`config.mk`:
```
export PLATFORM = sky130hd
export DESIGN_NAME = bit_serial_adder
export DESIGN_NICKNAME = d
export VERILOG_FILES = /design/src/rtl/bit_serial_adder_pkg.sv /design/src/rtl/bit_serial_adder_full_adder.sv /design/src/rtl/bit_serial_adder.sv
export SDC_FILE = /design/constraint.sdc
export NUM_CORES = 1
export LEC_CHECK = 0
export ABC_AREA = 1
export ABC_CLOCK_PERIOD_IN_PS = 1100
export CELL_PAD_IN_SITES_DETAIL_PLACEMENT = 1
export CELL_PAD_IN_SITES_GLOBAL_PLACEMENT = 1
export CORE_ASPECT_RATIO = 0.8
export CORE_MARGIN = 4
export CORE_UTILIZATION = 29
export CTS_CLUSTER_DIAMETER = 80
export DETAILED_ROUTE_END_ITERATION = 10
export GPL_TIMING_DRIVEN = 0
export HOLD_SLACK_MARGIN = 0.1
export PLACE_DENSITY_LB_ADDON = 0.1
export SYNTH_ARGS = -nofsm -noshare
export SYNTH_HDL_FRONTEND = slang
export SYNTH_SLANG_ARGS = --single-unit
```
`constraint.sdc`:
```
create_clock -name clk -period 1.1 [get_ports clk]
set_input_delay 0.22 -clock clk [delete_from_list [all_inputs] [get_ports clk]]
set_output_delay 0.22 -clock clk [all_outputs]
set_load 0.005 [all_outputs]
```
`src/rtl/bit_serial_adder_pkg.sv`:
```
// Shared types and constants for the bit-serial adder.
package bit_serial_adder_pkg;

  localparam int unsigned WIDTH_MIN = 2;
  localparam int unsigned WIDTH_MAX = 32;

  typedef enum logic [1:0] {
    IDLE = 2'd0,
    RUN  = 2'd1,
    DONE = 2'd2
  } state_t;

  // Bits needed to count 0..width.
  function automatic int unsigned cnt_width(input int unsigned width);
    return $clog2(width + 1);
  endfunction

endpackage

```
`src/rtl/bit_serial_adder_full_adder.sv`:
```
// Single-bit combinational full adder cell.
module full_adder (
  input  logic a,
  input  logic b,
  input  logic cin,
  output logic sum,
  output logic cout
);

  assign sum  = a ^ b ^ cin;
  assign cout = (a & b) | (cin & (a ^ b));

endmodule

```
`src/rtl/bit_serial_adder.sv`:
```
// Bit-serial WIDTH-bit adder: one full-adder cell, LSB first, one bit per clock.
// Optional signed-overflow output enabled by defining BIT_SERIAL_ADDER_OVF_EN.
module bit_serial_adder
  import bit_serial_adder_pkg::*;
#(
  parameter int unsigned WIDTH = 8
) (
  input  logic             clk,
  input  logic             rst_n,
  input  logic             start,
  input  logic [WIDTH-1:0] a,
  input  logic [WIDTH-1:0] b,
  input  logic             cin,
  output logic             busy,
  output logic             done,
  output logic [WIDTH-1:0] sum,
  output logic             cout
`ifdef BIT_SERIAL_ADDER_OVF_EN
  ,
  output logic             ovf
`endif
);

  localparam int unsigned CW = cnt_width(WIDTH);

  if (WIDTH < WIDTH_MIN || WIDTH > WIDTH_MAX) begin : g_width_check
    $error("bit_serial_adder: WIDTH outside legal range 2..32");
  end

  state_t           state;
  state_t           state_next;
  logic [WIDTH-1:0] a_sh;
  logic [WIDTH-1:0] b_sh;
  logic [WIDTH-1:0] psum;
  logic             carry;
  logic [CW-1:0]    count;
  logic             fa_sum;
  logic             fa_cout;
  logic             accept;
  logic             last;

  full_adder u_fa (
    .a    (a_sh[0]),
    .b    (b_sh[0]),
    .cin  (carry),
    .sum  (fa_sum),
    .cout (fa_cout)
  );

  // Next-state logic; start is honoured only in IDLE or DONE.
  always_comb begin
    state_next = state;
    accept     = 1'b0;
    last       = 1'b0;
    unique case (state)
      IDLE: begin
        if (start) begin
          accept     = 1'b1;
          state_next = RUN;
        end
      end
      RUN: begin
        if (count == CW'(WIDTH - 1)) begin
          last       = 1'b1;
          state_next = DONE;
        end
      end
      DONE: begin
        accept     = start;
        state_next = start ? RUN : IDLE;
      end
      default: state_next = IDLE;
    endcase
  end

  // State register with registered status outputs.
  always_ff @(posedge clk or negedge rst_n) begin
    if (!rst_n) begin
      state <= IDLE;
      busy  <= 1'b0;
      done  <= 1'b0;
    end else begin
      state <= state_next;
      busy  <= (state_next == RUN);
      done  <= (state_next == DONE);
    end
  end

  // Operand shift registers, carry flop, partial sum and bit counter.
  always_ff @(posedge clk or negedge rst_n) begin
    if (!rst_n) begin
      a_sh  <= '0;
      b_sh  <= '0;
      psum  <= '0;
      carry <= 1'b0;
      count <= '0;
    end else if (accept) begin
      a_sh  <= a;
      b_sh  <= b;
      psum  <= '0;
      carry <= cin;
      count <= '0;
    end else if (state == RUN) begin
      a_sh  <= a_sh >> 1;
      b_sh  <= b_sh >> 1;
      psum  <= {fa_sum, psum[WIDTH-1:1]};
      carry <= fa_cout;
      count <= count + CW'(1);
    end
  end

  // Result registers; they move only on the completion edge.
  always_ff @(posedge clk or negedge rst_n) begin
    if (!rst_n) begin
      sum  <= '0;
      cout <= 1'b0;
`ifdef BIT_SERIAL_ADDER_OVF_EN
      ovf  <= 1'b0;
`endif
    end else if (last) begin
      sum  <= {fa_sum, psum[WIDTH-1:1]};
      cout <= fa_cout;
`ifdef BIT_SERIAL_ADDER_OVF_EN
      // carry still holds the carry into the MSB during the last RUN cycle
      ovf  <= carry ^ fa_cout;
`endif
    end
  end

endmodule
```
=== Yosys cells after proc, flatten, opt, wreduce, memory -nomap -nowiden ===
Cells that the tools add are included.

* Input bits: 20
* Logic and storage cells: 41
* Output and inout bits: 11
* Bits in registers: 42

* Muxes and demuxes: 18
* Reduce and logical (&&, ||, !) cells: 2
* Equal/unequal tests: 5
* Bitwise operators: 5
* $add $sub $neg: 1

{| class="wikitable"
|+ Operators with widths
! kind !! number
|-
| $mux 8 || 6
|-
| $mux 4 || 2
|-
| $mux 1 || 6
|-
| $pmux 2 s3 || 1
|-
| $add 4x1->4 const B || 1
|-
| $eq 2x1->1 const B || 2
|-
| $eq 2x2->1 const B || 2
|-
| $eq 4x3->1 const B || 1
|-
| $mux 2 || 2
|-
| $and 1x1->1 || 2
|-
| $logic_not 2->1 || 1
|-
| $pmux 1 s2 || 1
|-
| $reduce_bool 2->1 || 1
|-
| $xor 1x1->1 || 2
|-
| $or 1x1->1 || 1
|}

=== Logic depth before layout (Yosys ltp) ===
Gate-level depths: netlist of the first run.

* Depth after elaboration: 5
* Mapped depth: 7
* Depth with buffers taken out: 7

=== By module ===
From an unflattened synthesis of the first run, not the netlist that was laid out.

* Cell total of the unflattened synthesis: 210
* Area total of the unflattened synthesis: 1816.7 um^2

{| class="wikitable"
|+ Modules (own cells, without submodules)
! module !! cells each !! area an instance (um^2) !! instances !! seq. area each (um^2)
|-
| bit_serial_adder || 209 || 1796.7 || 1 || 1026.0
|-
| full_adder || 1 || 20.0 || 1 || 0.0
|}

=== Worst setup path before layout of the first run ===
Ideal clock, no wire load.

* Kind: register -> register
* Start: reg count[0]
* End: reg sum[7]
* Setup slack: -101 ps
* Setup time: 118 ps
* Stages on the path, launching flop included: 8
* Arrival time: 1082 ps
* Data required time: 982 ps
* Clock period less this slack: 1201 ps
* Buffers on the path: 1
* Cells stage by stage: dfrtp_1 > ha_1 > nand2_1 > nor2_1 > nand2_2 > buf_4 > nand2_1 > o21ai_2

* Longest elaborated chain between the ends: 3

{| class="wikitable"
|+ RTL lines
! element !! line !! text
|-
| start, declared || bit_serial_adder.sv:36 || <nowiki>logic [CW-1:0] count;</nowiki>
|-
| start signal, assigned || bit_serial_adder.sv:108 || <nowiki>count <= count + CW'(1);</nowiki>
|-
| $eq 4x3->1 || bit_serial_adder.sv:63 || <nowiki>if (count == CW'(WIDTH - 1)) begin</nowiki>
|-
| $mux 1 || bit_serial_adder.sv:63 ||
|-
| $mux 1 || bit_serial_adder.sv:55 || <nowiki>unique case (state)</nowiki>
|-
| end signal, assigned || bit_serial_adder.sv:121 || <nowiki>sum <= {fa_sum, psum[WIDTH-1:1]};</nowiki>
|-
| end, declared || bit_serial_adder.sv:16 || <nowiki>output logic [WIDTH-1:0] sum,</nowiki>
|}

No other way between the ends.
A chain may end at the register's enable or synchronous reset.

=== Worst setup path in the final report of the first run ===
* Start: reg count[0]
* End: reg sum[2]

Same word-level chain as after synthesis.

==> flow_summary.yaml, run 1 <==
final_layout:
  postLayoutCoreUtil_pct: 46.9
  final_cell_count_no_fill: 359
  diodes: 0
  area_growth_pct: 54.2
  fin_nets: 299
  drive_gt1_share_pct: 41.7
  design_area_um2: 2820
outcome:
  status: "finished, violations left"
  violations: "negative setup slack"
job:
  drv_cap: 0
setup_path:
  crit_arrival_ns: 1.39
  critPathCaptureType: "register"
  critPathKind: "reg2reg"
  crit_fanout: 5
  start_kind: "register"
  crit_required_ns: 1.27
yosys:
  synth_edf_count: 0
  synthArstFlopShare_pct: 100
  ys_types: 19
  syn-num-nets: 234
  postSynthCellCount: 212
  synth.most_common_cell: "nand2_1"
  ys_warn_count: 0
  syn_avg_cell_area_um2: 8.62
  yosysTopAreaCell: "dfrtp_1"
  yosysSeqAreaShare_pct: 56.2
  yosys-top-cells-area: "dfrtp_1 56%, nand2_1 22%, o21ai_2 4.3%, inv_1 3.5%, o22ai_1 2.4%"
  synth_top_cell_area_share_pct: 56.2
  synth_seq_cells: 41
  synthesis.area_um2: 1830
  synth_top_flop_cell: "dfrtp_1"
  synth_common_cells: "106 x nand2_1, 41 x dfrtp_1, 17 x inv_1"
cts:
  clk_latency_ns: 0.29
  clkSinkCount: 41
  cts_buffers: 5
  cts_tree: "yes"
  clockBufferDepth: 2
  cts.reportedPaths.clkPinSlew_ns: 0.08
  h-tree-depth: 2
  cts_root_buffer: "clkbuf_8"
pwr:
  pwr-share-clk_pct: 12.7
  switchingPower_mw: 3.00
  combPwrFrac_pct: 54.5
  p_leak_nw: 1.43
  power_mw: 7.54
  vdd_drop_max_uv: 911
  intPower_mw: 4.54
  p_seq_share_pct: 32.8
  powerDensity_nw_per_um2: 2680
  switching_share_pct: 39.8
global_route:
  track_usage_pct: 13.8
  grt_pass1_vias: 1715
  grt_remaining_overflow: 0
  grt_antenna_before_repair: 0
  grt_pass1_wl_um: 8460
  grt_max_degree: 24
timing:
  clock_skew_ns: 0.00508
  hold_viol: 0
  tightest_slew_ns: 0.471
  fin_crit_sh_pct: 110
  timing.final.crit_period_ns: 1.21
  grt_setup_unrepaired: "yes"
  slew_viol_final: 0
  timing.final.ws_setup_ns: -0.114
  max_slew_margin_pct: 68.6
  finalSetupViolCount: 36
  max_freq_ghz: 0.824
routing:
  via_per_inst: 4.40
  wl_per_cell_um: 14.2
  drt.antenna.violating_nets: 0
  vias: 1578
  drc: 0
  drt-total-wl_um: 5080
  drt-initial-drc-count: 80
  dr.pass1.iters: 4
placed_design:
  post-dp-hpwl_um: 3000
  port_buffers: 30
  pre_cts_ws_ns: -0.508
  gp_congestion: 0.685
  post_dp_cell_area_um2: 2250
  place_inst: 324
floorplan:
  die_w_um: 96.7
  die_y_um: 79.0
  core_um2: 6010
  dieArea_um2: 7640
  start_util_pct: 30.4
  rows: 25
  io_pins: 31
hold_path:
  hold_path.class: "in2async"
## final timing paths
| path | from | end | slack [ns] | cells after the start |
|---|---|---|---|---|
| hold / removal | rst_n | b_sh[6]$_DFFE_PN0P_ | 0.43 | 2 |
| setup reg to reg | count[0]$_DFFE_PN0P_ | sum[2]$_DFFE_PN0P_ | -0.11 | 7 |
| max in group asynchronous | rst_n | a_sh[4]$_DFFE_PN0P_ | 0.19 | 3 |
| setup / recovery | count[0]$_DFFE_PN0P_ | sum[2]$_DFFE_PN0P_ | -0.11 | 7 |
| min in group clk | a[7] | a_sh[7]$_DFFE_PN0P_ | 0.48 | 3 |
| hold reg to reg | a_sh[4]$_DFFE_PN0P_ | a_sh[4]$_DFFE_PN0P_ | 0.48 | 2 |
## power groups by stage
| stage | registers, mW | clock network (mW) | logic, mW |
|---|---|---|---|
| final | 2.47 | 0.955 | 4.11 |
| after global routing | 2.56 | 1.08 | 4.57 |
| after CTS | 2.46 | 0.999 | 3.24 |
| after detailed placement | 2.48 | 0 | 2.70 |
| after global placement | 2.46 | 0 | 2.68 |
| after floorplan | 2.44 | 0 | 1.75 |
## cell type report
cell class | count | area (um2)
plain buffers | 6 | 92.6
multi-input cells | 142 | 875
well taps | 81 | 101
flip-flops and latches | 41 | 1030
clock buffers | 6 | 72.6
inverters | 22 | 90.1
repair buffers | 59 | 551
fillers | 680 | 3190
clock inverters | 2 | 10.0
## cells in the final DEF (no fill, tap or decap), drive strengths merged, types with 2 or more instances in the layout
master and n:
inv 22, dfrtp 41, nor2 5, clkbuf 10
nand2 109, o22ai 7, buf 40, o21ai 12
nand3 6, clkdlybuf4s50 17, clkdlybuf4s15 2, clkinv 2
## per-stage QoR
| stage | TNS (ns) | hold WS, ns |
|---|---|---|
| global placement | -69.68 | 0.460 |
| global route | -5.08 | 0.474 |
| finish | -2.22 | 0.425 |
| CTS | -1.68 | 0.440 |
| floorplan | -0.496 | -0.0756 |
| detailed placement | -13.03 | 0.206 |
## per-layer routing
layer / GRT usage, % / share of wire [%] / wire (um)
met3: 3.42 / 4.2 / 213
met2: 21.6 / 48 / 2450
met1: 19.2 / 47 / 2380
met4: 3.79 / 0.61 / 31
met5: 0 / 0 / 0
## registers in the layout, summed over array words and instances (netlist names)
name,cells
carry,1
a_sh,8
cout,1
busy,1
done,1
count,4
b_sh,8
sum,8
state,2
psum,7
## worst max-delay path, stage by stage (launching register included)
cell and delay [ns]:
dfrtp_1 0.37, ha_2 0.21, nand2_2 0.06, nor2_4 0.11, nand2_4 0.09, buf_8 0.15
nand2_4 0.06, o21ai_2 0.05
## cell families (layout without fill, tap and decap cells)
logic type | Yosys count | after routing | share of synthesized area (%)
flops | 41 | 41 | 56.2
compound gates | 20 | 20 | 7.81
fa+ha+maj | 2 | 2 | 1.78
buf+inv | 29 | 95 | 7.40
simple gates | 120 | 120 | 26.8
## what timing repair did
item                                    in CTS  in global routing
hold endpoints to repair                    18                  0
endpoints found under the setup margin      47                 43
setup buffers                               16                  7
gates cloned                                 2                  2
pin swaps                                    7                 14
hold buffers                                 1                  0
resized for setup                           75                 48
Note: power is estimated with default switching activity, not from simulation.
==> inputs of run 2 (changes only) <==
--- a/config.mk
+++ b/config.mk
@@ -12,6 +12,7 @@
 export CORE_ASPECT_RATIO = 0.8
 export CORE_MARGIN = 4
 export CORE_UTILIZATION = 29
+export CTS_BUF_LIST = sky130_fd_sc_hd__clkbuf_4
 export CTS_CLUSTER_DIAMETER = 80
 export DETAILED_ROUTE_END_ITERATION = 10
 export GPL_TIMING_DRIVEN = 0
@@ -19,4 +20,5 @@
 export PLACE_DENSITY_LB_ADDON = 0.1
 export SYNTH_ARGS = -nofsm -noshare
 export SYNTH_HDL_FRONTEND = slang
+export SYNTH_HIERARCHICAL = 1
 export SYNTH_SLANG_ARGS = --single-unit
==> constraint.sdc (replaced) <==
create_clock -name clk -period 1.1 [get_ports clk]
set_input_delay 0.11 -clock clk [delete_from_list [all_inputs] [get_ports clk]]
set_output_delay 0.11 -clock clk [all_outputs]
set_load 0.005 [all_outputs]
==> flow_summary.yaml, run 2 <==
setup_path:
  start_kind: "register"
  crit_fanout: 2
  cpLargestDelayFamily: "adder cells"
  crit_chain: "fa_1 > inv_2 > o22ai_1"
  max_stage_delay_ns: 0.55
  cpMaxStageDelayCell: "fa_1"
  r2r_start: "carry$_DFFE_PN0P_"
  r2r_slack_ns: -0.13
  r2r-end: "psum[7]$_DFFE_PN0P_"
  worst-path-buf-inv: 1
  crit_start: "carry$_DFFE_PN0P_"
  cp-endpoint: "psum[7]$_DFFE_PN0P_"
  r2r_cells: 3
  crit_arrival_ns: 1.51
  path_depth: 3
  critPathKind: "reg2reg"
  crit_required_ns: 1.38
  critPathCaptureType: "register"
pwr:
  power_mw: 6.88
  p_leak_nw: 1.36
  p_seq_share_pct: 35.9
  vdd_drop_max_uv: 775
  switchingPower_mw: 2.80
  intPower_mw: 4.07
  powerDensity_nw_per_um2: 2590
  switching_share_pct: 40.8
  pwr-share-clk_pct: 11.0
  combPwrFrac_pct: 53.1
placed_design:
  place_inst: 322
  port_buffers: 30
  gp_congestion: 0.671
  post-dp-hpwl_um: 2900
routing:
  vias: 1534
  wl_per_cell_um: 13.6
  drt.antenna.violating_nets: 0
  drc: 0
  drt-initial-drc-count: 36
  dr.pass1.iters: 4
  via_per_inst: 4.35
  drt-total-wl_um: 4800
yosys:
  yosys-top-cells-area: "dfrtp_1 56%, nand2_1 22%, o21ai_2 3.9%, inv_1 3.5%, o22ai_1 2.4%"
  ys_warn_count: 6
  synth_edf_count: 0
  yosysTopAreaCell: "dfrtp_1"
  ys_types: 18
  syn_avg_cell_area_um2: 8.65
  synth.most_common_cell: "nand2_1"
  synthArstFlopShare_pct: 100
  synthesis.area_um2: 1820
  postSynthCellCount: 210
  synth_common_cells: "106 x nand2_1, 41 x dfrtp_1, 17 x inv_1"
  synth_top_flop_cell: "dfrtp_1"
  synth_top_cell_area_share_pct: 56.5
  synth_seq_cells: 41
  syn-num-nets: 232
  yosysSeqAreaShare_pct: 56.5
timing:
  finalSetupViolCount: 33
  clock_skew_ns: 0.0130
  timing.final.crit_period_ns: 1.23
  fin_crit_sh_pct: 112
  hold_viol: 0
  slew_viol_final: 0
  hold_slack_ns: 0.145
  tightest_slew_ns: 0.267
  max_slew_margin_pct: 82.2
  timing.final.ws_setup_ns: -0.130
  max_freq_ghz: 0.813
  grt_setup_unrepaired: "yes"
floorplan:
  io_pins: 31
  die_w_um: 96.5
  rows: 25
  dieArea_um2: 7600
  core_um2: 6010
  start_util_pct: 30.2
  die_y_um: 78.8
global_route:
  grt_remaining_overflow: 0
  use_met1_pct: 19.6
  top_usage_layer: "met2"
  track_usage_pct: 13.7
  met3_usage_pct: 3.31
  grt_util_met2_pct: 20.0
  grt_max_degree: 33
  grt_pass1_vias: 1645
  grt_pass1_wl_um: 7850
  grt_antenna_before_repair: 0
cts:
  h-tree-depth: 2
  clockBufferDepth: 2
  cts_buffers: 5
  cts.reportedPaths.clkPinSlew_ns: 0.12
  clkSinkCount: 41
  cts_tree: "yes"
  clk_latency_ns: 0.36
  cts_root_buffer: "clkbuf_4"
final_layout:
  layout_commonest_cell: "nand2_1"
  area_growth_pct: 46.4
  reg_top3: "a_sh x8, b_sh x8, sum x8"
  fillCellCount: 729
  postLayoutCoreUtil_pct: 44.3
  fin_nets: 293
  drive_gt1_share_pct: 39.3
  diodes: 0
  final_cell_mix: "71 x nand2_1, 41 x dfrtp_1, 33 x nand2_2"
  final_cell_count_no_fill: 353
outcome:
  status: "finished, violations left"
  violations: "negative setup slack"
hold_path:
  hold_path.class: "in2async"
job:
  drv_cap: 0
==> run 2: cell count changes in the layout (fill, tap and decap cells not counted), sizes merged <==
cell,change
dlygate4sd2,-1
clkbuf,+4
buf,-9
inv,-2
clkdlybuf4s50,+1
clkinv,+1
==> run 2: repair_timing <==
action / in CTS / in global routing
cloned: 2 / 1
endpoints found under the hold margin: 41 / 0
pin swaps: 10 / 6
buffers inserted: 16 / 5
hold buffers: 1 / 0
gates resized for setup: 62 / 38
setup endpoints to repair: 51 / 49
==> run 2: worst min path at each step <==
stage,from,end,slack [ns],cells past startpoint
2_1_floorplan,rst_n,a_sh[0]$_DFFE_PN0P_,-0.19,0
3_3_place_gp,a_sh[7]$_DFFE_PN0P_,a_sh[7]$_DFFE_PN0P_,0.46,2
3_5_place_dp,rst_n,sum[5]$_DFFE_PN0P_,0.0006,1
4_1_cts,rst_n,sum[5]$_DFFE_PN0P_,0.12,2
5_1_grt,rst_n,a_sh[7]$_DFFE_PN0P_,0.14,2
6_report,rst_n,a_sh[1]$_DFFE_PN0P_,0.15,2
==> run 2: metrics by stage <==
stage | instance area (um2) | setup WS, ns | TNS [ns]
final | 2660 | -0.130 | -2.21
after global routing | 2660 | -0.183 | -5.11
after CTS | 2560 | -0.147 | -1.88
after detailed placement | 2250 | -0.428 | -10.35
after global placement | 2240 | -1.26 | -61.40
after floorplan | 1840 | -0.0588 | -0.503
==> run 2: worst register-to-register path, cell delays in order (launching register included) <==
cell	delay, ns
dfrtp_1	0.42
fa_1	0.56
inv_2	0.05
o22ai_1	0.14
==> run 2: power by group through the flow <==
| stage | sequential (mW) | combinational [mW] | clock, mW |
|---|---|---|---|
| 6_report | 2.47 | 3.65 | 0.758 |
| 5_1_grt | 2.54 | 4.11 | 0.858 |
| 4_1_cts | 2.45 | 3.39 | 0.790 |
| 3_5_place_dp | 2.51 | 2.71 | 0 |
| 3_3_place_gp | 2.50 | 2.64 | 0 |
| 2_1_floorplan | 2.47 | 1.73 | 0 |
==> run 2: final cells by class <==
class / instances / area [um2] / share of cell area [%]
multi-input combinational: 142 / 807 / 30.3
tap: 81 / 101 / 3.81
inverter: 20 / 80.1 / 3.01
clock buffer: 5 / 37.5 / 1.41
timing repair buffer: 55 / 513 / 19.3
buffer: 6 / 82.6 / 3.10
sequential: 41 / 1030 / 38.6
clock inverter: 3 / 12.5 / 0.470
==> run 2: routing by layer <==
metal,wire [um],part of all wire (%)
met1,2410,50
met3,162,3.4
met5,0,0
met4,61,1.3
met2,2170,45
==> run 2: logic make-up (layout without fill, tap and decap cells) <==
group	count (synthesis)	in the layout	share of synthesized area (%)
adders and majority gates	2	2	1.79
AOI/OAI and AO/OA	20	20	7.64
and+or+nand+nor	120	120	27.0
DFF	41	41	56.5
buffers and inverters	27	89	7.09
